--- src/rtl/sfx_pkg.sv ---
// Shared types and helpers for the sound-effect scheduler: effect ids, FSM states,
// the pending-request priority encoder and counter widths.
package sfx_pkg;

   localparam int HP_W  = 16;
   localparam int DUR_W = 8;

   typedef enum logic [1:0] {
      SFX_NONE  = 2'd0,
      SFX_FLAP  = 2'd1,
      SFX_SCORE = 2'd2,
      SFX_CRASH = 2'd3
   } sfx_id_t;

   typedef enum logic [2:0] {
      ST_IDLE    = 3'd0,
      ST_FLAP    = 3'd1,
      ST_SCORE_A = 3'd2,
      ST_SCORE_B = 3'd3,
      ST_CRASH   = 3'd4
   } sfx_state_t;

   // Crash outranks score, score outranks flap.
   function automatic sfx_id_t prio_enc(input logic [2:0] pend);
      if (pend[2])      return SFX_CRASH;
      else if (pend[1]) return SFX_SCORE;
      else if (pend[0]) return SFX_FLAP;
      else              return SFX_NONE;
   endfunction

   function automatic sfx_id_t state_id(input sfx_state_t s);
      case (s)
         ST_FLAP:    return SFX_FLAP;
         ST_SCORE_A: return SFX_SCORE;
         ST_SCORE_B: return SFX_SCORE;
         ST_CRASH:   return SFX_CRASH;
         default:    return SFX_NONE;
      endcase
   endfunction

   function automatic logic [2:0] id_mask(input sfx_id_t id);
      case (id)
         SFX_FLAP:  return 3'b001;
         SFX_SCORE: return 3'b010;
         SFX_CRASH: return 3'b100;
         default:   return 3'b000;
      endcase
   endfunction

   function automatic logic [DUR_W-1:0] dur_fix(input logic [DUR_W-1:0] d);
      return (d == '0) ? DUR_W'(1) : d;
   endfunction

endpackage

--- src/rtl/sfx_tone.sv ---
// Square-wave generator: counts clk cycles and flips the phase every hp cycles.
// An hp of 0 behaves like 1 (toggle every cycle).
module sfx_tone
   import sfx_pkg::*;
(
   input  logic            clk,
   input  logic            reset,
   input  logic            load,
   input  logic            en,
   input  logic [HP_W-1:0] hp,
   output logic            phase
);

   logic [HP_W-1:0] cnt;
   logic [HP_W-1:0] hp_last;

   assign hp_last = (hp == '0) ? '0 : hp - HP_W'(1);

   // The >= compare lets a shrinking or swept hp wrap on the very next cycle.
   always_ff @(posedge clk) begin
      if (reset || load) begin
         cnt   <= '0;
         phase <= 1'b0;
      end else if (en) begin
         if (cnt >= hp_last) begin
            cnt   <= '0;
            phase <= ~phase;
         end else begin
            cnt <= cnt + HP_W'(1);
         end
      end
   end

endmodule

--- src/rtl/sfx_scheduler.sv ---
// Arbitrates the 1-bit speaker between flap, score and crash effects: pending latch,
// priority/preemption FSM, ms tick divider and the crash half-period sweep.
module sfx_scheduler
   import sfx_pkg::*;
#(
   parameter int               TICK_DIV       = 25000,
   parameter logic [HP_W-1:0]  HP_FLAP        = 16'd12500,
   parameter logic [DUR_W-1:0] DUR_FLAP       = 8'd60,
   parameter logic [HP_W-1:0]  HP_SCORE_A     = 16'd6250,
   parameter logic [DUR_W-1:0] DUR_SCORE_A    = 8'd80,
   parameter logic [HP_W-1:0]  HP_SCORE_B     = 16'd4700,
   parameter logic [DUR_W-1:0] DUR_SCORE_B    = 8'd120,
   parameter logic [HP_W-1:0]  HP_CRASH_START = 16'd8000,
   parameter logic [HP_W-1:0]  CRASH_STEP     = 16'd40,
   parameter logic [DUR_W-1:0] DUR_CRASH      = 8'd250
)(
   input  logic       clk,
   input  logic       reset,
   input  logic [2:0] req,
   input  logic       mute,
   output logic       speaker,
   output logic       busy,
   output logic [1:0] active_id
);

   localparam int DIV_W = (TICK_DIV > 2) ? $clog2(TICK_DIV) : 1;

   sfx_state_t       state, state_n;
   logic [2:0]       pend, pend_n;
   logic [DIV_W-1:0] div_cnt;
   logic             tick;
   logic [HP_W-1:0]  hp_q, hp_n;
   logic [DUR_W-1:0] dur_q, dur_n;
   logic [HP_W:0]    sweep_sum;
   logic [HP_W-1:0]  hp_sweep;
   sfx_id_t          cur_id, top_id, start_id;
   logic             start, tone_load, phase;

   assign tick      = (div_cnt == DIV_W'(TICK_DIV - 1));
   assign sweep_sum = {1'b0, hp_q} + {1'b0, CRASH_STEP};
   assign hp_sweep  = sweep_sum[HP_W] ? '1 : sweep_sum[HP_W-1:0];
   assign cur_id    = state_id(state);
   assign top_id    = prio_enc(pend);

   always_comb begin
      state_n   = state;
      hp_n      = hp_q;
      dur_n     = dur_q;
      start     = 1'b0;
      start_id  = SFX_NONE;
      tone_load = 1'b0;

      if (state == ST_IDLE) begin
         if (top_id != SFX_NONE) begin
            start    = 1'b1;
            start_id = top_id;
         end
      end else if (top_id > cur_id) begin
         start    = 1'b1;
         start_id = top_id;
      end else if ((pend & id_mask(cur_id)) != 3'b000) begin
         start    = 1'b1;
         start_id = cur_id;
      end else if (tick) begin
         if (dur_q <= DUR_W'(1)) begin
            tone_load = 1'b1;
            if (state == ST_SCORE_A) begin
               state_n = ST_SCORE_B;
               hp_n    = HP_SCORE_B;
               dur_n   = dur_fix(DUR_SCORE_B);
            end else begin
               state_n = ST_IDLE;
            end
         end else begin
            dur_n = dur_q - DUR_W'(1);
            if (state == ST_CRASH) hp_n = hp_sweep;
         end
      end

      // Any start (fresh, preempting or retriggering) begins from the effect's first phase.
      if (start) begin
         tone_load = 1'b1;
         case (start_id)
            SFX_FLAP: begin
               state_n = ST_FLAP;
               hp_n    = HP_FLAP;
               dur_n   = dur_fix(DUR_FLAP);
            end
            SFX_SCORE: begin
               state_n = ST_SCORE_A;
               hp_n    = HP_SCORE_A;
               dur_n   = dur_fix(DUR_SCORE_A);
            end
            SFX_CRASH: begin
               state_n = ST_CRASH;
               hp_n    = HP_CRASH_START;
               dur_n   = dur_fix(DUR_CRASH);
            end
            default: ;
         endcase
      end

      // A request arriving in the same cycle as the clear keeps its bit set.
      pend_n = (pend & ~(start ? id_mask(start_id) : 3'b000)) | req;
   end

   always_ff @(posedge clk) begin
      if (reset) begin
         state   <= ST_IDLE;
         pend    <= '0;
         div_cnt <= '0;
         hp_q    <= '0;
         dur_q   <= '0;
         speaker <= 1'b0;
      end else begin
         div_cnt <= tick ? '0 : div_cnt + DIV_W'(1);
         state   <= state_n;
         pend    <= pend_n;
         hp_q    <= hp_n;
         dur_q   <= dur_n;
         speaker <= phase & ~mute;
      end
   end

   assign busy      = (state != ST_IDLE);
   assign active_id = cur_id;

   sfx_tone u_tone (
      .clk   (clk),
      .reset (reset),
      .load  (tone_load),
      .en    (busy),
      .hp    (hp_q),
      .phase (phase)
   );

endmodule
--- config.mk ---
export PLATFORM = sky130hd
export DESIGN_NAME = sfx_scheduler
export DESIGN_NICKNAME = d
export VERILOG_FILES = /design/src/rtl/sfx_pkg.sv /design/src/rtl/sfx_tone.sv /design/src/rtl/sfx_scheduler.sv
export SDC_FILE = /design/constraint.sdc
export NUM_CORES = 1
export LEC_CHECK = 0
export BUFFER_PORTS_ARGS = -buffer_cell sky130_fd_sc_hd__buf_2
export CAP_MARGIN = 15
export CORE_ASPECT_RATIO = 0.6
export CORE_UTILIZATION = 68
export DETAILED_ROUTE_END_ITERATION = 6
export HOLD_SLACK_MARGIN = 0.1
export MAX_ROUTING_LAYER = met4
export PLACE_DENSITY = 0.95
export RECOVER_POWER = 50
export SYNTH_ARGS = -nofsm -noshare
export SYNTH_HDL_FRONTEND = slang
export SYNTH_HIERARCHICAL = 1
export SYNTH_SLANG_ARGS = --single-unit
--- constraint.sdc ---
create_clock -name clk -period 5.3 [get_ports clk]
set_input_delay 1.06 -clock clk [delete_from_list [all_inputs] [get_ports clk]]
set_output_delay 1.06 -clock clk [all_outputs]
set_load 0.005 [all_outputs]
==> impl_metrics.yaml, run 1 <==
sta:
  tns_ps: 0
  worst_pin_slew_ps: 1220
  final_max_slew_viol_count: 0
  setup_violations: 0
  rsz0062_at_grt: "no"
  finClkSkew_ps: 13.2
  finalHoldViolations: 0
  fmax_mhz: 229
  finalCriticalPeriod_ps: 4360
  fin_crit_sh_pct: 82.3
  slew_headroom_pct: 18.3
synth:
  synth.most_common_cell: "dfxtp_1"
  syn-instance-count: 520
  async_reset_ff_share_pct: 0
  synth-seq-cells: 63
  yosysSeqAreaShare_pct: 30.6
  yosys_warnings: 6
  synthTopCellsByArea: "dfxtp_1 31%, ha_1 7.3%, xor2_1 6.4%, nand2_1 5.1%, nor2_1 4.2%"
  netlist.area_leader.share_pct: 30.6
  synth.distinct_cells: 66
  synth_edf_count: 0
  synth_area_sq_mm: 0.00412
  yosysTopAreaCell: "dfxtp_1"
  avgSynthCellArea_sq_um: 7.93
  synthFlopType: "dfxtp_1"
  synth_common_cells: "63 x dfxtp_1, 56 x nand2_1, 46 x nor2_1"
  synth_nets: 550
floorplanning:
  die_w_microns: 103
  die_height_microns: 62.3
  die_area_sq_mm: 0.00639
  ios: 10
  rows: 21
  core_sq_mm: 0.00570
  initial_core_util_pct: 72.3
pwr:
  ir_drop_v: 0.000343
  leakage_nw: 1.69
  p_per_area_mw_per_mm2: 439
finish:
  final_nets: 554
  synthToLayoutAreaGrowth_pct: 7.44
  drive_above_1_share_pct: 8.13
  utilization_pct: 77.7
  antenna_cells: 0
  fillers: 395
clock_tree:
  cts_setup_buffers: 0
  numClockSinks: 63
  cts_tree: "yes"
  cts-root-buf: "clkbuf_8"
  cts_resized: 0
  clock_latency_ps: 370
  cts.clk_slew.worst_paths_ps: 80
  cts_hold_buf: 0
  htree_levels: 3
  clockBufferDepth: 2
  cts_buffers: 9
route:
  ant_nets: 0
  wl_per_cell_microns: 18.2
  drt_first_pass_iters: 6
  drt_iter0_markers: 559
  wirelength_microns: 11100
  viasPerCell: 6.80
  via_count: 4144
  drc_errors: 0
grt:
  antenna_found_initial: 0
  grt_max_degree: 19
  grtUsageTotal_pct: 38.7
  first_global_vias: 3789
  grt_pass1_wl_microns: 18300
  grt-ovfl-total: 0
setup_path:
  cp.required_ps: 5560
  crit_path_max_fanout: 16
  startpoint_type: "flop"
  cp-end-kind: "flop"
  path_class: "flop to flop"
  arrival_ps: 4620
flow_run:
  max_cap_violations: 0
placed_design:
  gp_congestion: 1.01
  dp_hpwl_microns: 7880
  port_buffers: 9
worst_hold_path:
  worstHoldPathType: "flop to flop"
run_status:
  status: "completed"
-- sequential cells by signal (all words and copies together) (netlist names) --
register and count:
div_cnt 15, dur_q 8, hp_q 16, pend 3, speaker 1, state 3
u_tone/cnt 16, u_tone/phase 1
-- cell type report --
cell class              instances  area (sq um)  area share, %
multi-input cells             416          2690           60.7
flip-flops and latches         63          1260           28.5
clock inverters                 6           109           2.46
clock buffers                  10           128           2.88
inverters                      23          86.3           1.95
repair buffers                 11          55.1           1.24
well taps                      80           100           2.26
-- worst max-delay path, stage by stage (launching register included) --
cell	delay, ps
dfxtp_1	440
or4_1	620
nor4_1	350
nand4_1	600
and2_1	410
ha_1	270
nand2b_1	100
a2111oi_0	100
or4b_4	580
a31oi_4	450
mux2_4	340
-- through the flow --
stage	power [mW]	hold WS (ps)	worst slack, ps	cells	instance area, sq um
floorplan	1.20	430	1900	520	4120
global placement	1.34	443	1350	593	4200
detailed placement	1.39	477	1090	593	4200
CTS	1.91	488	1080	609	4430
global route	2.04	520	699	609	4430
finish	1.94	490	939	609	4430
-- layer usage --
layer  vias up  track usage [%]  wire length [microns]
met1      1904             50.2                   4450
met5         -                -                      0
met4         0             15.9                    351
met3        47             14.4                   1480
li1       1894                -                      -
met2       299             53.8                   4800
-- cell usage in the layout (no fill, tap or decap), types with 5 or more instances in the layout --
cell type | synthesis | final
xor2_1 | 30 | 30
buf_2 | 2 | 7
and3_1 | 8 | 8
nand2_1 | 56 | 56
nor2_1 | 46 | 46
inv_1 | 23 | 23
nor4_1 | 5 | 5
clkbuf_8 | 0 | 9
a31oi_1 | 9 | 9
nand3_1 | 26 | 26
ha_1 | 24 | 24
nand2b_1 | 9 | 9
dfxtp_1 | 63 | 63
a21oi_1 | 33 | 33
o21ai_0 | 21 | 21
xnor2_1 | 12 | 12
or3_1 | 6 | 6
nor3_1 | 34 | 34
nand4_1 | 11 | 11
o22ai_1 | 5 | 5
-- power by group --
group          total, mW  switching [mW]  internal (mW)
clock              0.515           0.204          0.312
combinational      0.805           0.512          0.292
sequential         0.622          0.0979          0.524
-- final timing paths --
path,slack (ps),end,start,cells past startpoint
setup / recovery,940,u_tone/phase$_SDFFE_PP0P_,hp_q[9]$_SDFF_PP0_,10
hold / removal,490,hp_q[0]$_SDFF_PP0_,hp_q[0]$_SDFF_PP0_,2
setup reg to reg,940,u_tone/phase$_SDFFE_PP0P_,hp_q[9]$_SDFF_PP0_,10
hold reg to reg,490,hp_q[0]$_SDFF_PP0_,hp_q[0]$_SDFF_PP0_,2
-- cells by family (layout without fill, tap and decap cells) --
kind of cell / Yosys count / in the layout / synth area share [%]
fa+ha+maj: 24 / 24 / 7.29
mux: 1 / 1 / 0.364
flops: 63 / 63 / 30.6
simple gates: 242 / 242 / 31.3
compound gates: 107 / 107 / 17.4
xor+xnor: 42 / 42 / 8.93
buf+inv: 41 / 50 / 4.16
Power figures use the tool's default switching activity.
==> inputs of run 2 (changes only) <==
CORE_UTILIZATION = 63   (was 68)
PLACE_DENSITY = 0.9   (was 0.95)
clock period = 4.22 ns   (was 5.3 ns; I/O delays follow)
==> run 2 against run 1 <==
Critical path depth up 2. Power up 25%. Final area grew 0.73%. Core utilization fell by 6.0 points. Fmax grew 13%. Sequential power is 24% higher. Combinational power up 30%. First-iteration DRC count decreased by 21%. Largest power group unchanged. Highest routed layer unchanged.
==> impl_metrics.yaml, run 2 (synthesized netlist as in run 1, its figures left out) <==
run_status:
  status: "completed"
setup_path:
  startpoint_type: "flop"
  reg2reg_to: "u_tone/cnt[3]$_SDFFE_PP0P_"
  cp.required_ps: 4430
  path_class: "flop to flop"
  arrival_ps: 4070
  crit_start: "hp_q[10]$_SDFF_PP0_"
  cp-end-kind: "flop"
  reg2regPathDepth: 12
  rr_startpoint: "hp_q[10]$_SDFF_PP0_"
  crit_path_max_fanout: 14
  reg2reg_slack_ps: 360
clock_tree:
  htree_levels: 3
  cts_tree: "yes"
  cts_hold_buf: 0
  clockBufferDepth: 2
  cts_setup_buffers: 0
  cts_buffers: 9
  clock_latency_ps: 340
  numClockSinks: 63
  cts-root-buf: "clkbuf_8"
  cts.clk_slew.worst_paths_ps: 70
  cts_resized: 0
pwr:
  p_per_area_mw_per_mm2: 544
  power_mw: 2.43
  ir_drop_v: 0.000364
  leakage_nw: 1.71
worst_hold_path:
  whs_endpoint: "div_cnt[0]$_SDFF_PP0_"
  min_from: "div_cnt[0]$_SDFF_PP0_"
  min_path_cells: 1
  worstHoldPathType: "flop to flop"
floorplanning:
  ios: 10
  rows: 22
  initial_core_util_pct: 66.3
  die_w_microns: 106
  die_height_microns: 64.7
  core_sq_mm: 0.00622
  die_area_sq_mm: 0.00688
flow_run:
  max_cap_violations: 0
grt:
  first_global_vias: 3846
  grt_max_degree: 19
  grt_pass1_wl_microns: 18100
  antenna_found_initial: 0
  grtUsageTotal_pct: 34.6
  grt-ovfl-total: 0
route:
  drt_iter0_markers: 440
  route.met3.wl_microns: 1410
  drt_first_pass_iters: 5
  drt-met1-wl_microns: 4630
  met2RoutedLength_microns: 4810
  viasPerCell: 6.71
  wl_per_cell_microns: 18.0
  wirelength_microns: 11100
  ant_nets: 0
  route.top_layer_used: "met4"
  via_count: 4144
  drc_errors: 0
sta:
  finClkSkew_ps: 7.08
  finalHoldViolations: 0
  finalCriticalPeriod_ps: 3860
  holdWs_ps: 484
  tns_ps: 0
  setup_violations: 0
  worst_pin_slew_ps: 971
  slew_headroom_pct: 34.7
  fmax_mhz: 259
  rsz0062_at_grt: "no"
  final_max_slew_viol_count: 0
  fin_crit_sh_pct: 91.4
finish:
  antenna_cells: 0
  drive_above_1_share_pct: 8.24
  final_nets: 560
  layout.cells.most_common_list: "63 x dfxtp_1, 56 x nand2_1, 47 x nor2_1"
  layout_commonest_cell: "dfxtp_1"
  reg_top3: "hp_q (16), u_tone/cnt (16), div_cnt (15)"
  utilization_pct: 71.7
  synthToLayoutAreaGrowth_pct: 8.23
  postLayoutCellArea_sq_mm: 0.00446
placed_design:
  gp_congestion: 0.959
  dp_hpwl_microns: 8030
  port_buffers: 9
  dpl_cell_area_sq_mm: 0.00425
## run 2: cell count changes in the layout (fill, tap and decap cells not counted), sizes merged
| cell | change |
|---|---|
| bufinv | -1 |
| buf | +5 |
| clkbuf | +3 |
| clkinv | -2 |
## run 2: critical path, cell delays in order (launching register included)
cell	delay, ps
dfxtp_1	400
or4_1	590
nor4_1	360
nand4_1	380
buf_4	290
nand2_1	70
ha_1	190
nand4_2	160
nor3_2	240
or4b_4	520
a31oi_4	210
buf_4	240
nor3_1	80
## run 2: layer usage
metal	up-vias	track usage [%]
met2	297	52.6
li1	1912	-
met3	48	10.9
met5	-	-
met4	0	14.7
met1	1887	42.8
## run 2: metrics by stage
stage / instances / setup WS (ps)
after floorplan: 520 / 817
after global placement: 603 / 681
after detailed placement: 603 / 501
after CTS: 618 / 447
after global routing: 618 / 228
final: 618 / 364
## run 2: area by class of cell
cell class              count  area, sq um
flip-flops and latches     63         1260
inverters                  23         86.3
well taps                  84          105
clock inverters             3         65.1
multi-input cells         416         2680
fillers                   477         1760
repair buffers             17          100
clock buffers              12          165
## run 2: worst max path at each step
stage / end / slack, ps
CTS: u_tone/cnt[3]$_SDFFE_PP0P_ / 450
global placement: u_tone/phase$_SDFFE_PP0P_ / 680
floorplan: u_tone/phase$_SDFFE_PP0P_ / 820
finish: u_tone/cnt[3]$_SDFFE_PP0P_ / 360
global route: u_tone/cnt[3]$_SDFFE_PP0P_ / 230
detailed placement: u_tone/cnt[3]$_SDFFE_PP0P_ / 500
## run 2: power by group
part           internal (mW)  total [mW]  switching, mW
registers              0.659       0.771          0.112
logic                  0.383        1.05          0.662
clock network          0.377       0.611          0.234
total                   1.42        2.43           1.01
==> inputs of run 3 (changes only) <==
CORE_UTILIZATION = 40   (was 63)
PLACE_DENSITY = 0.67   (was 0.9)
clock period = 3.5 ns   (was 4.22 ns; I/O delays follow)
==> run 3 against run 2 <==
Clock power increased by 53%. Fmax is 14% higher. Wire length increased by 2.5%. Sequential power is 15% higher. Final area increased by 8.3%. Hold slack worse by 27 ps. Critical endpoint is now u_tone/phase$_SDFFE_PP0P_.
==> impl_metrics.yaml, run 3 (synthesized netlist as in run 1, its figures left out) <==
run_status:
  status: "completed"
setup_path:
  crit_start: "hp_q[0]$_SDFF_PP0_"
  reg2regPathDepth: 13
  reg2reg_to: "u_tone/phase$_SDFFE_PP0P_"
  startpoint_type: "flop"
  path_class: "flop to flop"
  rr_startpoint: "hp_q[0]$_SDFF_PP0_"
  arrival_ps: 3610
  crit_path_max_fanout: 4
  cp-end-kind: "flop"
  crit_end: "u_tone/phase$_SDFFE_PP0P_"
  reg2reg_slack_ps: 110
  cp.required_ps: 3720
placed_design:
  gp_congestion: 0.976
  dp_cells: 677
  dp_hpwl_microns: 8500
  dp_slack_ps: -18.4
  port_buffers: 9
  dpl_cell_area_sq_mm: 0.00448
finish:
  synthToLayoutAreaGrowth_pct: 17.2
  final_nets: 583
  layout_commonest_cell: "dfxtp_1"
  layout.cells.most_common_list: "63 x dfxtp_1, 56 x nand2_1, 46 x nor2_1"
  reg_top3: "hp_q (16), u_tone/cnt (16), div_cnt (15)"
  drive_above_1_share_pct: 12.9
  postLayoutCellArea_sq_mm: 0.00483
  final_cells: 694
floorplanning:
  die_area_sq_mm: 0.0107
  die_height_microns: 80.6
  core_sq_mm: 0.00995
  ios: 10
  initial_core_util_pct: 41.4
  rows: 28
  die_w_microns: 133
route:
  viasPerCell: 5.83
  wirelength_microns: 11400
  ant_nets: 0
  wl_per_cell_microns: 16.5
  drt_iter0_markers: 405
  via_count: 4043
  drt_first_pass_iters: 5
  drc_errors: 0
clock_tree:
  cts_tree: "yes"
  cts-root-buf: "clkbuf_16"
  cts_hold_buf: 0
  cts_buffers: 9
  clock_latency_ps: 340
  clockBufferDepth: 2
  cts.clk_slew.worst_paths_ps: 50
  htree_levels: 3
  numClockSinks: 63
pwr:
  ir_drop_v: 0.000310
  p_per_area_mw_per_mm2: 673
  leakage_nw: 1.86
  power_mw: 3.25
sta:
  fmax_mhz: 295
  finalCriticalPeriod_ps: 3390
  final_max_slew_viol_count: 0
  finClkSkew_ps: 8.01
  fin_crit_sh_pct: 96.8
  worst_pin_slew_ps: 895
  slew_headroom_pct: 40.3
  setup_slack_ps: 112
  finalHoldViolations: 0
  setup_violations: 0
grt:
  grt-ovfl-total: 0
  grtUsageTotal_pct: 22.9
  first_global_vias: 3605
  grt_pass1_wl_microns: 18400
  antenna_found_initial: 0
  grt_max_degree: 18
worst_hold_path:
  worstHoldPathType: "flop to flop"
flow_run:
  max_cap_violations: 0
## run 3: worst min path at each step
stage | from | end | slack, ps | cells past startpoint
2_1_floorplan | div_cnt[0]$_SDFF_PP0_ | div_cnt[0]$_SDFF_PP0_ | 430 | 1
3_3_place_gp | div_cnt[0]$_SDFF_PP0_ | div_cnt[0]$_SDFF_PP0_ | 440 | 1
3_5_place_dp | div_cnt[0]$_SDFF_PP0_ | div_cnt[0]$_SDFF_PP0_ | 450 | 1
4_1_cts | div_cnt[0]$_SDFF_PP0_ | div_cnt[0]$_SDFF_PP0_ | 460 | 1
5_1_grt | div_cnt[0]$_SDFF_PP0_ | div_cnt[0]$_SDFF_PP0_ | 480 | 1
6_report | div_cnt[0]$_SDFF_PP0_ | div_cnt[0]$_SDFF_PP0_ | 460 | 1
## run 3: repair_timing
action,4_1_cts,5_1_grt
setup buffers,0,0
pin swaps,0,4
endpoints found under the setup margin,15,15
resized for setup,1,9
## run 3: critical path: stages (launching register included)
cell and delay (ps):
dfxtp_1 330, inv_1 100, ha_2 200, nand2b_1 130, or3b_4 450, nor4_4 160, xor2_1 170, nand2_1 80
ha_1 310, nand4_2 110, nor3_2 180, or4b_4 520, a31oi_4 200, mux2_4 320
## run 3: layout make-up
class	instances	area (sq um)
Fill cell	978	5120
Multi-Input combinational cell	416	2740
Sequential cell	63	1260
Clock buffer	13	270
Timing Repair Buffer	40	267
Tap cell	135	169
Inverter	23	86.3
Clock inverter	3	40.0
Antenna cell	1	2.50
## run 3: per-stage QoR
step                hold slack [ps]  utilization [%]  setup TNS [ps]
global placement                444             45.1               0
finish                          456             48.6               0
detailed placement              452             45.1           -71.5
global route                    482             48.5           -18.0
floorplan                       430                -               0
CTS                             464             48.2               0
## run 3: report_power, final
group | switching (mW) | internal, mW | leakage, nW
logic | 0.865 | 0.568 | 1.19
registers | 0.0926 | 0.795 | 0.514
clock network | 0.325 | 0.607 | 0.156
total | 1.28 | 1.97 | 1.86
## run 3: routing by layer
metal	part of all wire (%)	wire length, microns	track usage [%]	up-vias
li1	-	-	-	1954
met1	47	5400	31.3	1873
met2	40	4600	32.1	205
met3	11	1300	6.94	11
met4	1.1	131	6.44	0
met5	0	0	-	-
